`src/rtl/hor_buffer_writer_if.sv`:
```
// Handshake bundle for the horizontal buffer writer: upstream vector
// channel plus the per-lane FIFO write channels.
interface hor_buffer_writer_if #(
    parameter int LANES = 16,
    parameter int DW    = 8
);
    logic                  in_valid;
    logic                  in_ready;
    logic [LANES*DW-1:0]   in_data;
    logic [LANES-1:0]      fifo_WVALID;
    logic [LANES-1:0]      fifo_WREADY;
    logic [LANES*DW-1:0]   fifo_WDATA;

    modport master (
        input  in_valid,
        input  in_data,
        input  fifo_WREADY,
        output in_ready,
        output fifo_WVALID,
        output fifo_WDATA
    );

    modport slave (
        output in_valid,
        output in_data,
        output fifo_WREADY,
        input  in_ready,
        input  fifo_WVALID,
        input  fifo_WDATA
    );
endinterface

```
`src/rtl/hor_buffer_writer.sv`:
```
// Splits upstream LANES-wide vectors into independent per-lane FIFO writes
// and counts a programmed tile length, pulsing done once all lanes drain.
module hor_buffer_writer #(
    parameter int LANES = 16,
    parameter int DW    = 8,
    parameter int LW    = 10
) (
    input  logic                clk,
    input  logic                rst,
    input  logic                start,
    input  logic [LW-1:0]       tile_len,
    hor_buffer_writer_if.master bus,
    output logic                busy,
    output logic                done
);
    typedef enum logic [1:0] {IDLE, RUN, FLUSH, DONE} state_t;

    state_t              state;
    state_t              state_nx;
    logic [LANES-1:0]    hold_v;
    logic [LANES*DW-1:0] hold_d;
    logic [LW-1:0]       accept_cnt;
    logic [LW-1:0]       len_q;
    logic [LANES-1:0]    lane_free;
    logic                all_free;
    logic                accept;
    logic                last_accept;

    // A lane can take a new element if empty or draining this cycle.
    assign lane_free   = ~hold_v | bus.fifo_WREADY;
    assign all_free    = &lane_free;
    assign bus.in_ready = (state == RUN) && (accept_cnt < len_q) && all_free;
    assign accept      = bus.in_valid && bus.in_ready;
    assign last_accept = accept && ((accept_cnt + LW'(1)) == len_q);

    assign bus.fifo_WVALID = hold_v;
    assign bus.fifo_WDATA  = hold_d;

    always_ff @(posedge clk) begin
        if (rst) begin
            state <= IDLE;
        end else begin
            state <= state_nx;
        end
    end

    always_comb begin
        state_nx = state;
        unique case (state)
            IDLE: begin
                if (start) begin
                    state_nx = (tile_len != '0) ? RUN : DONE;
                end
            end
            RUN: begin
                if (last_accept) begin
                    state_nx = FLUSH;
                end
            end
            FLUSH: begin
                if (all_free) begin
                    state_nx = DONE;
                end
            end
            DONE: begin
                state_nx = IDLE;
            end
            default: begin
                state_nx = IDLE;
            end
        endcase
    end

    always_comb begin
        busy = (state != IDLE);
        done = (state == DONE);
    end

    always_ff @(posedge clk) begin
        if (rst) begin
            hold_v     <= '0;
            hold_d     <= '0;
            accept_cnt <= '0;
            len_q      <= '0;
        end else begin
            if (accept) begin
                hold_v     <= '1;
                hold_d     <= bus.in_data;
                accept_cnt <= accept_cnt + LW'(1);
            end else begin
                hold_v <= hold_v & ~bus.fifo_WREADY;
            end
            if (state == IDLE && start && tile_len != '0) begin
                len_q      <= tile_len;
                accept_cnt <= '0;
            end
        end
    end
endmodule

```
`src/flat_wrapper.sv`:
```
// flat-port wrapper written by rule: the top's interface ports become plain ports
module hor_buffer_writer_flat 
#(
    parameter int LANES = 16,
    parameter int DW    = 8,
    parameter int LW    = 10
)
  (clk, rst, start, tile_len, busy, done, bus_in_valid, bus_in_data, bus_fifo_WREADY, bus_in_ready, bus_fifo_WVALID, bus_fifo_WDATA);
  hor_buffer_writer_if #(.LANES(LANES), .DW(DW)) bus_i ();
  input  logic clk;
  input  logic rst;
  input  logic start;
  input  logic [LW-1:0] tile_len;
  output logic busy;
  output logic done;
  input wire logic [$bits(bus_i.in_valid)-1:0] bus_in_valid;
  input wire logic [$bits(bus_i.in_data)-1:0] bus_in_data;
  input wire logic [$bits(bus_i.fifo_WREADY)-1:0] bus_fifo_WREADY;
  output wire logic [$bits(bus_i.in_ready)-1:0] bus_in_ready;
  output wire logic [$bits(bus_i.fifo_WVALID)-1:0] bus_fifo_WVALID;
  output wire logic [$bits(bus_i.fifo_WDATA)-1:0] bus_fifo_WDATA;
  assign bus_i.in_valid = bus_in_valid;
  assign bus_i.in_data = bus_in_data;
  assign bus_i.fifo_WREADY = bus_fifo_WREADY;
  assign bus_in_ready = bus_i.in_ready;
  assign bus_fifo_WVALID = bus_i.fifo_WVALID;
  assign bus_fifo_WDATA = bus_i.fifo_WDATA;
  hor_buffer_writer #(.LANES(LANES), .DW(DW), .LW(LW)) u_core (.clk(clk), .rst(rst), .start(start), .tile_len(tile_len), .bus(bus_i), .busy(busy), .done(done));
endmodule
```
`config.mk`:
```
export PLATFORM = sky130hd
export DESIGN_NAME = hor_buffer_writer_flat
export DESIGN_NICKNAME = d
export VERILOG_FILES = /design/src/rtl/hor_buffer_writer_if.sv /design/src/rtl/hor_buffer_writer.sv /design/src/flat_wrapper.sv
export SDC_FILE = /design/constraint.sdc
export NUM_CORES = 1
export LEC_CHECK = 0
export CAP_MARGIN = 5
export CORE_MARGIN = 2
export CORE_UTILIZATION = 44
export DETAILED_ROUTE_END_ITERATION = 10
export MAX_ROUTING_LAYER = met4
export PLACE_DENSITY = 0.89
export SETUP_SLACK_MARGIN = 0.2
export SYNTH_ARGS = -nofsm -noshare
export SYNTH_HDL_FRONTEND = slang
export SYNTH_SLANG_ARGS = --single-unit
```
`constraint.sdc`:
```
create_clock -name clk -period 6.8 [get_ports clk]
set_clock_uncertainty 0.1 [all_clocks]
set_input_delay 1.36 -clock clk [delete_from_list [all_inputs] [get_ports clk]]
set_output_delay 1.36 -clock clk [all_outputs]
set_load 0.03 [all_outputs]
```
==> reports/results.ini <==
[grt]
grt-ovfl-total = 0
grt_max_degree = 93
grt_pass1_wl_mm = 32.41
grt_pass1_vias = 6543
antenna_found_initial = 0
grt_usage_pct = 26.29

[timing]
rsz0062_at_grt = no
worst_slew_pin_slew_ps = 947.6
fin_crit_ps = 5014
tns_ps = 0
finalHoldViolCount = 0
slew_headroom_pct = 36.83
finalCritPeriodShare_pct = 73.73
setup_viol = 0
max_freq_ghz = 0.1995
setup_ws_ps = 1786
slew_viol_final = 0

[floorplan]
coreArea_um2 = 14480
dieHeight_um = 125.7
rows = 44
dieWidth_um = 125.7
die-area_um2 = 15810
start_util_pct = 45.02
ioPinCount = 305

[routing]
wl_per_cell_um = 15.93
detail_route.first_pass.iterations = 4
ant_nets = 0
drc = 0
wl_mm = 20.46
vias = 6620
drt_iter0_drc = 378
viasPerCell = 5.156

[finish]
syn_to_final_growth_pct = 57.33
fin_util_pct = 70.83
nets = 1261
fin_area_um2 = 10260
drive_gt1_share_pct = 4.818
seq_area_um2 = 3323
nFillCells = 1096
multi_input_area_um2 = 2915
insertedDiodeCount = 0

[clocking]
cts_tree = built
cts_setup_buffers = 0
clock_path_buffers = 2
numCtsBuffers = 17
cts_sinks = 166
clock-root-buffer = clkbuf_16
path_clk_slew_ps = 60
cts_resized = 0
clkLatencyLatePin_ps = 430
hold_buffers = 0
htree_num_levels = 4

[setup_path]
crit_path_top_delay_cell = clkdlybuf4s50_1
cp-end-kind = primary output
crit_fanout = 4
crit_arrival_ps = 3550
slowest_delay_ps = 700
crit_required_ps = 5340
criticalPathCategory = in2out
crit_chain = clkdlybuf4s50_1 > nand2b_1 > nand4_1 > nor4_4 > o211a_1 > clkdlybuf4s50_1
startpoint_type = input pin
cp_common_cell = clkdlybuf4s50_1

[power_and_ir_drop]
p_leak_nw = 3.575
ir_worst_vdd_mv = 0.1671
p_per_area_nw_per_um2 = 326.2

[yosys]
synth.distinct_cells = 47
yosys_warnings = 0
synth_flop_cell = dfxtp_1
syn_inst = 812
synthTopCellsByArea = dfxtp_1 51%, nand2_1 15%, a21oi_1 13%, ha_1 3.1%, clkbuf_1 2.1%
synth.top_cell.area_share_pct = 50.98
syn_nets = 986
ys_ff_latch = 166
async_flop_share_pct = 0
syn_area_per_cell_um2 = 8.028
synth-seq-area-share_pct = 50.98
synth_area_um2 = 6519
synth_edf_count = 0
yosys.area.top_type = dfxtp_1

[place]
routabilityCongestion = 0.8812
io_buffers = 304
dp_slack_ps = 1792
dp_hpwl_mm = 14.42
place_area_um2 = 9618

[min_path]
hp-class = reg2reg

[outcome]
status = completed

[flow_run]
cap_violations = 0

flip-flops by register name, indices dropped and copies added, names as in the netlist:
| register | flops |
|---|---|
| u_core.bus.fifo_WVALID | 16 |
| u_core.state | 2 |
| u_core.accept_cnt | 10 |
| u_core.bus.fifo_WDATA | 128 |
| u_core.len_q | 10 |
layer usage:
metal	global-route usage (%)	vias up	routed length, um
li1	-	3244	-
met1	28.85	3048	7911
met2	44.52	281	10280
met3	7.901	47	1650
met4	10.92	0	615
met5	-	-	0
cells in the final DEF (no fill, tap or decap), drive strengths merged, types with 3 or more instances in the layout:
cell and instances:
xor2 4, a211oi 3, clkinv 5, inv 23, xnor2 6, or4 3
clkbuf 17, dfxtp 166, a21o 3, nand2 264, nand2b 17, or3 8
nor2 25, o21ai 12, nand3b 3, nor4 5, ha 16, nand3 5
bufinv 4, a21oi 166, buf 7, nand4 7, or2 3, clkdlybuf4s50 303
cells in the mapped netlist, types with 2 or more instances:
library cell and n:
mux2i_1 2, a211oi_1 3, inv_1 17, dfxtp_1 166, nand2b_1 15, nand3_1 5, nor4_1 4, a21oi_1 166
or3_1 8, a21o_1 3, nand3b_1 3, o21ai_0 12, nand4_1 5, xor2_1 4, ha_1 16, or4_1 3
nand4_2 2, clkbuf_1 36, o31ai_1 2, or2_2 2, a31o_2 2, xnor2_1 6, nor2b_1 2, buf_2 12
nand2b_2 2, o41a_1 2, buf_4 5, nor2_1 25, nand2_1 264
path summary, 6_finish.rpt:
check | from | to | slack, ps | cells after the start
worst max-delay path | bus_fifo_WREADY[11] | bus_in_ready | 1790 | 6
worst min-delay path | u_core.bus.fifo_WDATA[119]$_SDFFE_PP0P_ | u_core.bus.fifo_WDATA[119]$_SDFFE_PP0P_ | 350 | 2
worst max register to register | u_core.accept_cnt[3]$_SDFFE_PP0P_ | u_core.accept_cnt[9]$_SDFFE_PP0P_ | 3260 | 8
worst min register to register | u_core.bus.fifo_WDATA[119]$_SDFFE_PP0P_ | u_core.bus.fifo_WDATA[119]$_SDFFE_PP0P_ | 350 | 2
critical path: cells and delay by family:
kind | cells | cell delay, ps
buffers and inverters | 2 | 1160
AOI/OAI and AO/OA | 1 | 210
and+or+nand+nor | 3 | 820
cell families (layout without fill, tap and decap cells):
family | count (synthesis) | count (layout) | share of synthesized area, %
simple gates | 346 | 346 | 22.86
compound gates | 201 | 201 | 16.83
flops | 166 | 166 | 50.98
buf+inv | 71 | 359 | 4.607
fa+ha+maj | 16 | 16 | 3.071
xor+xnor | 10 | 10 | 1.344
mux | 2 | 2 | 0.3071
per-stage QoR:
| step | power [mW] | hold WS, ps | instances |
|---|---|---|---|
| 5_1_grt | 3.507 | 363.2 | 1284 |
| 3_5_place_dp | 2.313 | 342.0 | 1252 |
| 2_1_floorplan | 1.861 | 367.2 | 812 |
| 6_report | 3.346 | 347.8 | 1284 |
| 3_3_place_gp | 2.289 | 336.6 | 1252 |
| 4_1_cts | 3.365 | 351.1 | 1284 |
where the power goes:
part           internal, mW  switching [mW]  total [mW]
clock network         0.624           0.425        1.05
registers              1.11          0.0726        1.18
logic                 0.445           0.675        1.12
total                  2.17            1.17        3.35
layout make-up:
class | instances | area share [%]
well taps | 184 | 2.245
clock buffers | 17 | 4.148
clock inverters | 15 | 2.074
multi-input cells | 575 | 28.43
flip-flops and latches | 166 | 32.40
inverters | 17 | 0.6222
repair buffers | 310 | 30.08
No activity file was read; power rests on OpenSTA's default activity.
